[src/rtl/load_store_buffer.sv]
// In-order load/store queue: entries are allocated at dispatch, resolved by ROB id from the RS,
// and executed one at a time from the head against the memory controller, then broadcast on the LS CDB.
module load_store_buffer #(
    parameter int          LSB_BITS = 3,
    parameter logic [31:0] IO_BASE  = 32'h30000
) (
    input  logic        clk_in,
    input  logic        rst_in,
    input  logic        rdy_in,
    input  logic        _clear,
    input  logic        _dp_ready,
    input  logic [3:0]  _dp_type,
    input  logic [4:0]  _dp_rob_id,
    output logic        _lsb_full,
    input  logic        _lsb_rs_ready,
    input  logic [4:0]  _lsb_rob_id,
    input  logic [31:0] _lsb_st_value,
    input  logic [31:0] _lsb_ptr_value,
    input  logic [4:0]  _rob_head_id,
    output logic        _mem_req,
    output logic        _mem_we,
    output logic [31:0] _mem_addr,
    output logic [1:0]  _mem_len,
    output logic [31:0] _mem_wdata,
    input  logic        _mem_done,
    input  logic [31:0] _mem_rdata,
    output logic        _cdb_ls_ready,
    output logic [4:0]  _cdb_ls_rob_id,
    output logic [31:0] _cdb_ls_value
);

    localparam int                DEPTH      = 1 << LSB_BITS;
    localparam logic [LSB_BITS:0] FULL_COUNT = (LSB_BITS + 1)'(DEPTH);

    typedef enum logic [1:0] {
        IDLE  = 2'd0,
        MEM   = 2'd1,
        BCAST = 2'd2
    } lsbState_e;

    lsbState_e r_state;
    lsbState_e w_nextState;

    logic [LSB_BITS-1:0] r_head;
    logic [LSB_BITS-1:0] r_tail;
    logic [LSB_BITS:0]   r_count;

    logic        r_busy   [DEPTH];
    logic        r_addrOk [DEPTH];
    logic [3:0]  r_type   [DEPTH];
    logic [4:0]  r_robId  [DEPTH];
    logic [31:0] r_addr   [DEPTH];
    logic [31:0] r_sv     [DEPTH];

    logic        r_memReq;
    logic        r_memWe;
    logic [31:0] r_memAddr;
    logic [1:0]  r_memLen;
    logic [31:0] r_memWdata;
    logic        r_cdbReady;
    logic [4:0]  r_cdbRobId;
    logic [31:0] r_cdbValue;

    logic             w_flush;
    logic             w_full;
    logic             w_alloc;
    logic             w_issue;
    logic             w_complete;
    logic             w_pop;
    logic             w_headEligible;
    logic [3:0]       w_headType;
    logic [4:0]       w_headRobId;
    logic [31:0]      w_headAddr;
    logic [31:0]      w_headSv;
    logic [1:0]       w_headLen;
    logic [31:0]      w_loadValue;
    logic [DEPTH-1:0] w_resolveHit;

    assign w_flush     = rst_in || _clear;
    assign w_full      = (r_count == FULL_COUNT);
    assign w_headType  = r_type[r_head];
    assign w_headRobId = r_robId[r_head];
    assign w_headAddr  = r_addr[r_head];
    assign w_headSv    = r_sv[r_head];
    assign w_headLen   = w_headType[1] ? 2'd3 : {1'b0, w_headType[0]};

    // A full queue still accepts dispatch when the head is retiring in the same cycle.
    assign w_alloc = _dp_ready && (!w_full || w_pop);

    // Stores and MMIO loads have side effects, so they only run once they are the oldest in the ROB.
    always_comb begin
        w_headEligible = 1'b0;
        if (r_busy[r_head] && r_addrOk[r_head]) begin
            if (w_headType[3] || (w_headAddr >= IO_BASE)) begin
                w_headEligible = (w_headRobId == _rob_head_id);
            end else begin
                w_headEligible = 1'b1;
            end
        end
    end

    always_comb begin
        for (int i = 0; i < DEPTH; i++) begin
            w_resolveHit[i] = _lsb_rs_ready && r_busy[i] && (r_robId[i] == _lsb_rob_id);
        end
    end

    always_comb begin
        w_loadValue = 32'd0;
        case (w_headType)
            4'h0:    w_loadValue = {{24{_mem_rdata[7]}}, _mem_rdata[7:0]};
            4'h1:    w_loadValue = {{16{_mem_rdata[15]}}, _mem_rdata[15:0]};
            4'h2:    w_loadValue = _mem_rdata;
            4'h4:    w_loadValue = {24'd0, _mem_rdata[7:0]};
            4'h5:    w_loadValue = {16'd0, _mem_rdata[15:0]};
            default: w_loadValue = 32'd0;
        endcase
    end

    always_ff @(posedge clk_in) begin
        if (w_flush) begin
            r_state <= IDLE;
        end else if (rdy_in) begin
            r_state <= w_nextState;
        end
    end

    always_comb begin
        w_nextState = r_state;
        w_issue     = 1'b0;
        w_complete  = 1'b0;
        w_pop       = 1'b0;
        if (rdy_in) begin
            case (r_state)
                IDLE: begin
                    if (w_headEligible) begin
                        w_issue     = 1'b1;
                        w_nextState = MEM;
                    end
                end
                MEM: begin
                    if (_mem_done) begin
                        w_complete  = 1'b1;
                        w_nextState = BCAST;
                    end
                end
                BCAST: begin
                    w_pop       = 1'b1;
                    w_nextState = IDLE;
                end
                default: w_nextState = IDLE;
            endcase
        end
    end

    // Pop is applied before alloc so that a full queue reusing the head slot keeps it busy.
    always_ff @(posedge clk_in) begin
        if (w_flush) begin
            r_head  <= '0;
            r_tail  <= '0;
            r_count <= '0;
            for (int i = 0; i < DEPTH; i++) begin
                r_busy[i]   <= 1'b0;
                r_addrOk[i] <= 1'b0;
            end
        end else if (rdy_in) begin
            for (int i = 0; i < DEPTH; i++) begin
                if (w_resolveHit[i]) begin
                    r_addrOk[i] <= 1'b1;
                end
            end
            if (w_pop) begin
                r_busy[r_head]   <= 1'b0;
                r_addrOk[r_head] <= 1'b0;
                r_head           <= r_head + 1'b1;
            end
            if (w_alloc) begin
                r_busy[r_tail]   <= 1'b1;
                r_addrOk[r_tail] <= 1'b0;
                r_tail           <= r_tail + 1'b1;
            end
            case ({w_alloc, w_pop})
                2'b10:   r_count <= r_count + 1'b1;
                2'b01:   r_count <= r_count - 1'b1;
                default: r_count <= r_count;
            endcase
        end
    end

    always_ff @(posedge clk_in) begin
        if (rdy_in) begin
            for (int i = 0; i < DEPTH; i++) begin
                if (w_resolveHit[i]) begin
                    r_addr[i] <= _lsb_ptr_value;
                    r_sv[i]   <= _lsb_st_value;
                end
            end
            if (w_alloc) begin
                r_type[r_tail]  <= _dp_type;
                r_robId[r_tail] <= _dp_rob_id;
            end
        end
    end

    // Memory and CDB outputs are registered; a flush abandons any request in flight.
    always_ff @(posedge clk_in) begin
        if (w_flush) begin
            r_memReq   <= 1'b0;
            r_memWe    <= 1'b0;
            r_memAddr  <= 32'd0;
            r_memLen   <= 2'd0;
            r_memWdata <= 32'd0;
            r_cdbReady <= 1'b0;
            r_cdbRobId <= 5'd0;
            r_cdbValue <= 32'd0;
        end else if (rdy_in) begin
            if (w_issue) begin
                r_memReq   <= 1'b1;
                r_memWe    <= w_headType[3];
                r_memAddr  <= w_headAddr;
                r_memLen   <= w_headLen;
                r_memWdata <= w_headSv;
            end
            if (w_complete) begin
                r_memReq   <= 1'b0;
                r_cdbReady <= 1'b1;
                r_cdbRobId <= w_headRobId;
                r_cdbValue <= w_loadValue;
            end
            if (w_pop) begin
                r_cdbReady <= 1'b0;
            end
        end
    end

    assign _lsb_full      = w_full;
    assign _mem_req       = r_memReq;
    assign _mem_we        = r_memWe;
    assign _mem_addr      = r_memAddr;
    assign _mem_len       = r_memLen;
    assign _mem_wdata     = r_memWdata;
    assign _cdb_ls_ready  = r_cdbReady;
    assign _cdb_ls_rob_id = r_cdbRobId;
    assign _cdb_ls_value  = r_cdbValue;

endmodule

[config.mk]
export PLATFORM = sky130hd
export DESIGN_NAME = load_store_buffer
export DESIGN_NICKNAME = d
export VERILOG_FILES = /design/src/rtl/load_store_buffer.sv
export SDC_FILE = /design/constraint.sdc
export NUM_CORES = 1
export LEC_CHECK = 0
export ABC_CLOCK_PERIOD_IN_PS = 7900
export CAP_MARGIN = 20
export CORE_MARGIN = 4
export CORE_UTILIZATION = 45
export DETAILED_ROUTE_END_ITERATION = 8
export GPL_ROUTABILITY_DRIVEN = 0
export GPL_TIMING_DRIVEN = 1
export HOLD_SLACK_MARGIN = 0.15
export PLACE_DENSITY_LB_ADDON = 0.3
export RECOVER_POWER = 100
export SLEW_MARGIN = 20
export SYNTH_ARGS = -nofsm -noshare
export SYNTH_HDL_FRONTEND = slang
export SYNTH_SLANG_ARGS = --single-unit
[constraint.sdc]
create_clock -name clk_in -period 7.9 [get_ports clk_in]
set_input_delay 1.185 -clock clk_in [delete_from_list [all_inputs] [get_ports clk_in]]
set_output_delay 1.185 -clock clk_in [all_outputs]
set_load 0.05 [all_outputs]
Yosys cells after proc, flatten, opt, wreduce, memory -nomap -nowiden
Memories as Yosys holds them, arrays and structs flattened. A register that Yosys moved wholly into a read port is not among the register bits.
Cells that the tools add are included.
- register bits after elaboration: 86
- memory bits (writable): 600
- bits of input ports: 122
- output and inout port bits: 107
- logic and storage cells: 182
- memories: 6
- $add $sub $neg: 4
- order comparisons: 1
- equality and inequality tests: 20
- mux-type cells: 95
- bitwise operators: 8
- reductions and logical operators: 37
- memories (name ; depth ; width ; read ports ; clocked after memory_dff ; write ports ; RTL line ; text):
    r_addr ; 8 ; 32 ; 1 ; 1 ; 8 ; 52 ; logic [31:0] r_addr [DEPTH];
    r_sv ; 8 ; 32 ; 1 ; 1 ; 8 ; 53 ; logic [31:0] r_sv [DEPTH];
    r_robId ; 8 ; 5 ; 9 ; 1 ; 1 ; 51 ; logic [4:0] r_robId [DEPTH];
    r_type ; 8 ; 4 ; 1 ; 1 ; 1 ; 50 ; logic [3:0] r_type [DEPTH];
    r_addrOk ; 8 ; 1 ; 1 ; 1 ; 10 ; 49 ; logic r_addrOk [DEPTH];
    r_busy ; 8 ; 1 ; 9 ; 1 ; 8 ; 48 ; logic r_busy [DEPTH];
- operators by type and width (kind ; number):
    $pmux 32 s5 ; 1
    $mux 1 ; 77
    $eq 5x5->1 ; 9
    $mux 3 ; 12
    $ge 32x18->1 const B ; 1
    $logic_and 1x1->1 ; 18
    $reduce_and 2->1 ; 7
    $eq 4x3->1 const B ; 2
    $or 1x1->1 ; 8
    $pmux 4 s2 ; 1
    $add 3x1->3 const B ; 2
    $mux 2 ; 3
    $reduce_bool 2->1 ; 3
    $add 4x1->4 const B ; 1
    $eq 2x1->1 const B ; 2
    $eq 2x2->1 const B ; 2
    $eq 4x1->1 const B ; 1
    $eq 4x2->1 const B ; 1
    $eq 4x4->1 const B ; 1
    $logic_not 4->1 ; 1
    $ne 2x2->1 const B ; 2
    $pmux 2 s2 ; 1
    $sub 4x1->4 const B ; 1
    $logic_or 1x1->1 ; 3
    other kinds (4) ; 5

Depth between registers and ports, before layout
- depth in word-level cells: 11
- depth in mapped cells: 14
- mapped depth without buffers: 9

Worst setup path before layout
Ideal clock, no wire load.
- path type: input to register
- start: in _lsb_rob_id[3]
- end: mem r_addr[0][0], enable pin
- library setup time: 0.488 ns
- arrival: 4.535 ns
- data required time: 7.412 ns
- setup slack: 2.878 ns
- stages on the path: 4
- path buffers: 1
- cell sequence: clkbuf_1 xnor2_1 nand4_1 nor2_1
- RTL lines (element ; RTL line ; text):
    start, declared ; 16 ; input logic [4:0] _lsb_rob_id,
    end, declared ; 52 ;

==> out/metrics.cfg <==
[power]
p_clk_share_pct=45.4
p_int_mw=6.28
seqPwrFrac_pct=52.6
comb_power_share_pct=2.0
p_leak_nw=11.2
switching_share_pct=19.4
power_density_mw_per_mm2=233
power_switching_mw=1.51
peakVddDrop_mv=0.184

[routing]
highest_layer=met5
post_drt_wl_per_cell_um=23.8
dr_wl_met3_mm=4.42
drc=0
drt_wl_total_mm=63.4
dr.pass1.iters=5
dr_wl_met2_mm=30.9
vias=14921
wl_met1_mm=26.6
vias_per_cell=5.60
dr.first_iter.drc_count=1046
ant_nets=0

[floorplanning]
rows=90
io_pins=229
dieArea_mm2=0.0660
core_area_mm2=0.0608
die_w_um=257
fp.dieH_um=257
start_util_pct=45.9

[synth]
synth_enable_flop_cells=584
yosysTopAreaCell=edfxtp_1
netlist_area_mm2=0.0279
synthDominantCellAreaShare_pct=62.9
synth_ff_type=edfxtp_1
synth-seq-cells=721
synth_cells=1564
synth_area_per_cell_um2=17.8
synth-warning-count=0
synthesis.nets=1691
synthTopCellsByArea=edfxtp_1 63%, mux4_2 11%, dfxtp_1 9.8%, mux2i_1 3.3%, nand2_1 2.2%
seq_area_frac_synth_pct=72.7
ys_types=46
async_flop_share_pct=0

[grt]
antenna_found_initial=24
grt_usage_pct=19.2
grt_first_pass_wirelength_mm=96.8
grt_pass1_vias=15524
grt_start_max_net_pins=70
grt-ovfl-total=0

[critical_path]
start_kind=register
critPathSlowestCell=nor4_1
cp_top_family=simple AND/OR/NAND/NOR gates
cp.arrival_ns=6.29
end_kind=register
crit_path_max_incr_delay_ns=1.08
critPathKind=reg -> reg
cpMostUsedCell=buf_4
cp.required_ns=8.36
crit_chain=buf_4, and2_0, a211oi_1, xor2_1, nor4_1, nor2_1, buf_4, mux2i_1
critPathMaxFanout=48
worst-path-buf-inv=2

[clocking]
cts-buffers-inserted=74
cts_tree=yes
cts_max_level=3
path_clk_slew_ns=0.06
cts_root_buf=clkbuf_16
clockBufferDepth=3
post-cts-setup-buffers=0
clock_latency_ns=0.61
hold_buffers=0
cts_sinks=721
cts_resized=0

[timing]
timing.final.crit_period_ns=5.83
hold_viol_final=0
rsz0062_at_grt=no
holdWs_ns=0.450
timing.slew.headroom_pct=-88.3
worst_pin_slew_ns=2.81
slew_viol_final=324
fin_skew_ns=0.0228
fmax_mhz=171
setup_viol=0
finalCritPeriodShare_pct=73.8
final.setup.tns_ns=0

[placed_design]
placed_cells=2517
dp_hpwl_mm=37.6
port_buffers=228
dpl_cell_area_mm2=0.0311

[status]
violations=max-capacitance violations, max-slew violations
status=finished, violations left

[cells_and_area]
fillers=4743
final_common_cell=edfxtp_1
drive_gt1_share_pct=17.9
register_area_mm2=0.0203
fin_util_pct=55.0
syn_to_final_growth_pct=19.9
fin_nets=1938
multi_input_area_mm2=0.00716
stdcell_area_mm2=0.0334
instances_no_fill=2663
layout_common_cells=584 x edfxtp_1, 182 x dlygate4sd3_1, 161 x nand2_1

[flow_run]
drv_cap=12

[hold_path]
worstHoldPathType=reg -> reg

## cells in the mapped netlist, types with 2 or more instances
| cell | number |
|---|---|
| nor3_1 | 13 |
| nand3_1 | 17 |
| o21ai_1 | 2 |
| a221oi_1 | 3 |
| nor4_1 | 2 |
| buf_1 | 9 |
| buf_4 | 4 |
| o31ai_1 | 2 |
| mux2i_1 | 91 |
| mux2_2 | 52 |
| a221o_1 | 8 |
| mux4_2 | 138 |
| nor3b_1 | 2 |
| o21ai_0 | 24 |
| nand2_1 | 161 |
| a22o_1 | 9 |
| edfxtp_1 | 584 |
| a211oi_1 | 10 |
| dfxtp_1 | 137 |
| inv_1 | 6 |
| xor2_1 | 8 |
| nor2b_1 | 6 |
| a21oi_1 | 38 |
| clkbuf_1 | 51 |
| ha_1 | 4 |
| nor2_1 | 67 |
| or2_2 | 5 |
| buf_2 | 12 |
| xnor2_1 | 43 |
| o211ai_1 | 10 |
| mux2_1 | 2 |
| nand4_1 | 10 |
| buf_6 | 10 |
| and2_1 | 4 |
| and3_1 | 2 |
| nand2b_1 | 8 |
## logic make-up (layout without fill, tap and decap cells)
group                      after synthesis  after routing  share of synthesized area (%)
AOI/OAI and AO/OA                      108            108                           2.47
xor gates and xnor gates                51             51                           1.60
adders and majority gates                5              5                          0.251
buffers and inverters                   93            402                           1.63
DFF                                    721            721                           72.7
muxes                                  283            283                           16.6
other                                    0              8                              0
and+or+nand+nor                        303            303                           4.73
## worst min-delay path: stages, from the launching register on
cell and delay [ns]:
dfxtp_1 0.32, nand2_1 0.04, o21ai_0 0.06
## final timing paths
path / startpoint / endpoint / slack [ns] / cells after the start
worst max-delay path: register / _mem_addr[11] / 2.07 / 8
worst min-delay path: _cdb_ls_value[17] / _cdb_ls_value[17] / 0.45 / 2
worst max register to register: register / _mem_addr[11] / 2.07 / 8
worst min register to register: _cdb_ls_value[17] / _cdb_ls_value[17] / 0.45 / 2
## through the flow
stage / power, mW / setup WS, ns
after floorplan: 4.23 / 2.88
after CTS: 7.89 / 3.27
after detailed placement: 4.35 / 3.27
after global routing: 8.05 / 1.53
final: 7.79 / 2.07
after global placement: 4.34 / 3.35
## registers in the layout, summed over array words and instances, names as in the netlist, named ones only
name and cells:
r_robId 40, _cdb_ls_value 32, r_head 3, r_count 4, r_busy 8, _mem_len 2, r_type 32, _mem_wdata 32
r_sv 256, _mem_addr 32, r_addrOk 8, r_addr 256, r_state 2, _cdb_ls_rob_id 5, _mem_we 1, r_tail 3
_mem_req 1, _cdb_ls_ready 1
## per-layer routing
layer / vias up / global-route usage (%)
met1: 7636 / 26.2
met2: 531 / 31.3
met3: 125 / 4.23
met5: - / 0
met4: 14 / 5.77
li1: 6615 / -
## area by class of cell
class                   instances  share of cell area, %
flip-flops and latches        721                   60.7
multi-input cells             750                   21.4
repair buffers                258                   7.35
clock buffers                 103                   6.33
well taps                     782                   2.93
clock inverters                35                   1.17
inverters                       6                 0.0673
diodes                          8                 0.0599
## power groups by stage
stage	logic (mW)	registers, mW	clock network [mW]
5_1_grt	0.168	4.10	3.78
4_1_cts	0.165	4.10	3.62
3_5_place_dp	0.164	4.18	0
6_report	0.154	4.10	3.54
2_1_floorplan	0.0477	4.19	0
3_3_place_gp	0.158	4.18	0
Power figures use the tool's default switching activity.
